===== src/rtl/pc_pkg.sv =====
// Shared definitions for the program-counter sequencer: next-PC operation codes
// and the link offset used for pc+4 / return addresses.
package pc_pkg;

    typedef enum logic [2:0] {
        SEQ    = 3'd0,
        REG    = 3'd1,
        JUMP   = 3'd2,
        BRANCH = 3'd3,
        CALL   = 3'd4,
        RET    = 3'd5
    } pc_ctrl_e;

    localparam int unsigned LINK_OFFSET = 4;

endpackage


===== src/rtl/pc_ras.sv =====
// Circular return-address stack. A push while full overwrites the oldest entry;
// a pop while empty is ignored (the caller reports that case).
module pc_ras #(
    parameter int XLEN  = 32,
    parameter int DEPTH = 4
) (
    input  logic            clk,
    input  logic            rst,
    input  logic            push,
    input  logic            pop,
    input  logic [XLEN-1:0] push_data,
    output logic [XLEN-1:0] top,
    output logic            full,
    output logic            empty
);
    import pc_pkg::*;

    localparam int PW = $clog2(DEPTH);
    localparam int CW = PW + 1;
    localparam logic [CW-1:0] DEPTH_C = CW'(DEPTH);

    logic [XLEN-1:0] mem [DEPTH];
    logic [PW-1:0]   wr_ptr;
    logic [CW-1:0]   count;

    always_ff @(posedge clk or posedge rst) begin
        if (rst) begin
            wr_ptr <= '0;
            count  <= '0;
        end else if (push) begin
            wr_ptr <= wr_ptr + 1'b1;
            if (count != DEPTH_C)
                count <= count + 1'b1;
        end else if (pop && count != '0) begin
            wr_ptr <= wr_ptr - 1'b1;
            count  <= count - 1'b1;
        end
    end

    // Storage is not reset; the count alone decides what is valid.
    always_ff @(posedge clk) begin
        if (push)
            mem[wr_ptr] <= push_data;
    end

    assign top   = mem[wr_ptr - 1'b1];
    assign full  = (count == DEPTH_C);
    assign empty = (count == '0);

endmodule


===== src/rtl/pc_sequencer.sv =====
// Program-counter sequencer: combinational next-PC mux around a single PC register.
// Define PC_SEQUENCER_RAS_EN to build in the return-address stack for CALL/RET.
module pc_sequencer #(
    parameter int              XLEN         = 32,
    parameter int              RAS_DEPTH    = 4,
    parameter logic [XLEN-1:0] RESET_VECTOR = '0
) (
    input  logic            clk,
    input  logic            rst,
    input  logic            stall,
    input  logic [2:0]      pc_ctrl,
    input  logic [25:0]     jump_address,
    input  logic [15:0]     branch_offset,
    input  logic            branch_taken,
    input  logic [XLEN-1:0] reg_address,
    output logic [XLEN-1:0] pc,
    output logic [XLEN-1:0] wdata,
    output logic            ras_full,
    output logic            ras_empty,
    output logic            fault
);
    import pc_pkg::*;

    if (XLEN < 32 || XLEN > 64) begin : g_bad_xlen
        $error("pc_sequencer: XLEN out of range");
    end
    if (RAS_DEPTH < 2 || RAS_DEPTH > 16 || (RAS_DEPTH & (RAS_DEPTH - 1)) != 0) begin : g_bad_depth
        $error("pc_sequencer: RAS_DEPTH must be a power of two in 2..16");
    end

    localparam logic [XLEN-1:0] LINK = XLEN'(LINK_OFFSET);

    logic [XLEN-1:0] pc_q;
    logic [XLEN-1:0] pc_next;
    logic            fault_q;
    logic            fault_next;
    logic [XLEN-1:0] link_addr;
    logic [XLEN-1:0] jump_target;
    logic [XLEN-1:0] reg_target;
    logic [XLEN-1:0] branch_disp;

    assign link_addr   = pc_q + LINK;
    assign jump_target = {pc_q[XLEN-1:28], jump_address, 2'b00};
    assign reg_target  = {reg_address[XLEN-1:2], 2'b00};
    assign branch_disp = {{(XLEN-18){branch_offset[15]}}, branch_offset, 2'b00};

`ifdef PC_SEQUENCER_RAS_EN
    logic            ras_push;
    logic            ras_pop;
    logic [XLEN-1:0] ras_top;
    logic            ras_full_i;
    logic            ras_empty_i;
`endif

    always_comb begin
        pc_next    = link_addr;
        fault_next = 1'b0;
`ifdef PC_SEQUENCER_RAS_EN
        ras_push   = 1'b0;
        ras_pop    = 1'b0;
`endif
        case (pc_ctrl)
            SEQ: pc_next = link_addr;
            REG: begin
                pc_next    = reg_target;
                fault_next = |reg_address[1:0];
            end
            JUMP: pc_next = jump_target;
            BRANCH: begin
                if (branch_taken)
                    pc_next = link_addr + branch_disp;
            end
            CALL: begin
                pc_next = jump_target;
`ifdef PC_SEQUENCER_RAS_EN
                ras_push = !stall;
`endif
            end
            RET: begin
`ifdef PC_SEQUENCER_RAS_EN
                // Underflow falls through to pc+4 and flags the error.
                if (ras_empty_i) begin
                    fault_next = 1'b1;
                end else begin
                    pc_next = ras_top;
                    ras_pop = !stall;
                end
`else
                pc_next    = reg_target;
                fault_next = |reg_address[1:0];
`endif
            end
            default: begin
                pc_next    = pc_q;
                fault_next = 1'b1;
            end
        endcase
    end

    always_ff @(posedge clk or posedge rst) begin
        if (rst) begin
            pc_q    <= RESET_VECTOR;
            fault_q <= 1'b0;
        end else if (stall) begin
            fault_q <= 1'b0;
        end else begin
            pc_q    <= pc_next;
            fault_q <= fault_next;
        end
    end

`ifdef PC_SEQUENCER_RAS_EN
    pc_ras #(
        .XLEN  (XLEN),
        .DEPTH (RAS_DEPTH)
    ) u_ras (
        .clk       (clk),
        .rst       (rst),
        .push      (ras_push),
        .pop       (ras_pop),
        .push_data (link_addr),
        .top       (ras_top),
        .full      (ras_full_i),
        .empty     (ras_empty_i)
    );

    assign ras_full  = ras_full_i;
    assign ras_empty = ras_empty_i;
`else
    assign ras_full  = 1'b0;
    assign ras_empty = 1'b1;
`endif

    assign pc    = pc_q;
    assign wdata = link_addr;
    assign fault = fault_q;

endmodule


===== config.mk =====
export PLATFORM = sky130hd
export DESIGN_NAME = pc_sequencer
export DESIGN_NICKNAME = d
export VERILOG_FILES = /design/src/rtl/pc_pkg.sv /design/src/rtl/pc_ras.sv /design/src/rtl/pc_sequencer.sv
export SDC_FILE = /design/constraint.sdc
export NUM_CORES = 1
export LEC_CHECK = 0
export BUFFER_PORTS_ARGS = -buffer_cell sky130_fd_sc_hd__buf_2
export CORE_MARGIN = 3
export CORE_UTILIZATION = 58
export CTS_BUF_LIST = sky130_fd_sc_hd__clkbuf_8
export CTS_CLUSTER_SIZE = 40
export DETAILED_ROUTE_END_ITERATION = 16
export MAX_ROUTING_LAYER = met4
export PLACE_DENSITY = 0.9
export SYNTH_ARGS = -nofsm -noshare
export SYNTH_HDL_FRONTEND = slang
export SYNTH_SLANG_ARGS = --single-unit

===== constraint.sdc =====
create_clock -name clk -period 8.5 [get_ports clk]
set_input_delay 1.275 -clock clk [delete_from_list [all_inputs] [get_ports clk]]
set_output_delay 1.275 -clock clk [all_outputs]
set_load 0.01 [all_outputs]

==> out/qor.csv <==
metric;value;unit
Max Transition Viols Final;0;
P_leak;0.002459;µW
Final setup viols;0;
H-tree Lvls;2;
# port buffers;141;
first-pass GRT wire length;24300;µm
fin crit period;4.180;ns
layout cells sized above 1;24.28;%
Clock Sinks;31;
Vias/cell;6.446;
CTS Root Cell;clkbuf_8;
core footprint;0.007447;mm²
Worst Setup Path Type;register to register;
grt ovf;0;
initial antenna violation count;0;
critical path data arrival time;4.39;ns
vias in the first global route;5124;
# DRC;0;
Global Route Usage Sum;34.70;%
area grow syn2layout;15.69;%
DR WL/cell;18.60;µm
via count;5363;
status;finished, final reports clean;
final WL;15480;µm
CTS tree;yes;
Die Y;94.75;µm
synth unique cells;75;
Max-slew headroom;35.70;%
CP Launch Type;register;
Clock Latency Late Sink;0.29;ns
Worst Tran Pin Value;0.9635;ns
synthesized flop and latch total;31;
Post-CTS Setup Bufs;0;
Reg area;775.7;µm²
top_reg_cell synth;dfrtp_1;
DRT antenna net count;0;
Area contributors post-synth;dfrtp_1 (17%), ha_1 (9.3%), a21oi_1 (9.0%), xnor2_1 (6.7%), nor2_1 (5.4%);
PwrDens;190.5;mW/mm²
worst min path class;register to register;
GPL Wtd Cong;1.055;
die span in x;94.75;µm
CTS buffer count;5;
final-layout fill cell count;676;
Iteration-0 DRC Markers;346;
R2R Setup Slk;4.32;ns
starting density of the core;61.34;%
area of the multi-input gates;0.003508;mm²
Final period util;49.18;%
largest net degree at the start of global routing;37;
Synth Instances;616;
n_diodes;0;
syn_area_per_cell;7.416;µm²
TritonRoute pass-1 iters;5;
Hold Fails Final Rpt;0;
Fmax;239.2;MHz
Setup crit end kind;register;
cell area after synthesis;0.004568;mm²
Synthesis Warnings;0;
Max VDD drop;0.0001050;V
unrepaired setup endpoints after global routing;no;
clock-pin slew on the worst setup and hold paths;0.07;ns
sequential share of the synthesized area;16.98;%
Boundary Pins;148;
Post-CTS Resized;0;
Setup Skew;0.006881;ns
most frequent cells in the layout;buf_2 (141), a21oi_1 (82), nor2_1 (66);
Hold Buf Count CTS;0;
number of flops mapped to enable cells by yosys;0;
Yosys top cell area share;16.98;%
max cap viols;0;
post-detail-place hpwl;11960;µm
Clock Tree Buf Depth;2;
crit path max fanout;5;
Core Util, Final;70.97;%
Worst Path Required;8.71;ns
async set or reset register ratio after synthesis;100.0;%
setup TNS;0;ns
Nets;848;
commonest non-fill, non-tap cell in the layout;buf_2;
area of the die;0.008977;mm²
FP Rows;31;
post-synth top area cell;dfrtp_1;
==> worst paths after layout <==
kind,cells after the start,endpoint,start
setup / recovery,16,pc[30],pc[2]
hold / removal,2,pc[2],pc[2]
setup reg to reg,16,pc[30],pc[2]
hold reg to reg,2,pc[2],pc[2]
max in group asynchronous,3,pc[18],rst
min in group asynchronous,3,pc[30],rst
==> routing by layer <==
layer | track usage (%) | wire, µm
met1 | 41.42 | 5823
met2 | 58.02 | 7543
met3 | 5.418 | 1690
met4 | 14.78 | 418
met5 | - | 0
==> synth_stat cells, types with 9 or more instances <==
library cell and instances:
a31oi_1 9, nor3_1 10, inv_1 17, xor2_1 14, ha_1 34, o21ai_0 40
nand3_1 25, a21oi_1 82, nand2_1 43, dfrtp_1 31, o22ai_1 15, a21o_1 17
clkbuf_1 19, a22oi_1 13, nor2_1 66, and3_1 11, xnor2_1 35, a221oi_1 18
==> registers in the layout (all words and copies together) (netlist names) <==
register  flops
fault         1
pc           30
==> area by class of cell <==
cell class | count | share of cell area [%]
well taps | 99 | 2.344
multi-input cells | 532 | 66.38
inverters | 18 | 1.278
clock buffers | 5 | 1.302
clock inverters | 3 | 0.2367
flip-flops and latches | 31 | 14.68
repair buffers | 144 | 13.78
==> critical path, stage by stage, from the launching register on <==
cell and delay, ns:
dfrtp_1 0.40, ha_1 0.27, nand3_1 0.24, nor2_1 0.24, and3_1 0.27, nand3_1 0.12
xnor2_1 0.28, ha_1 0.35, nand2_1 0.12, nor2_1 0.05, or4b_4 0.50, o211ai_4 0.26
o311ai_1 0.26, a311oi_2 0.33, xnor2_1 0.15, nand2_1 0.08, a21oi_1 0.19
==> stage by stage <==
stage	std cells	area [µm²]	hold WS, ns	power, µW	setup slack, ns
4_1_cts	832	5285	0.5632	995.1	4.401
6_report	832	5285	0.5635	1007	4.320
3_5_place_dp	824	5204	0.5450	877.2	4.400
5_1_grt	832	5285	0.6239	1077	4.068
2_1_floorplan	620	4583	0.5674	700.6	4.821
3_3_place_gp	824	5204	0.5296	865.0	4.532
==> cells by family (layout without fill, tap and decap cells) <==
family                     Yosys count  in the layout  synth area share (%)
buffers and inverters               57            170                 6.546
and+or+nand+nor                    203            203                 22.93
muxes                                1              1                0.2191
AOI/OAI and AO/OA                  236            236                 33.44
adders and majority gates           36             36                 9.970
DFF                                 31             31                 16.98
other                                2              6                0.1644
xor gates and xnor gates            50             50                 9.751
==> where the power goes <==
part,internal [µW],total (µW),switching [µW]
sequential,177,230,52.8
clock,55.2,117,61.6
combinational,277,660,383
total,509,1010,498
Power figures use the tool's default switching activity.
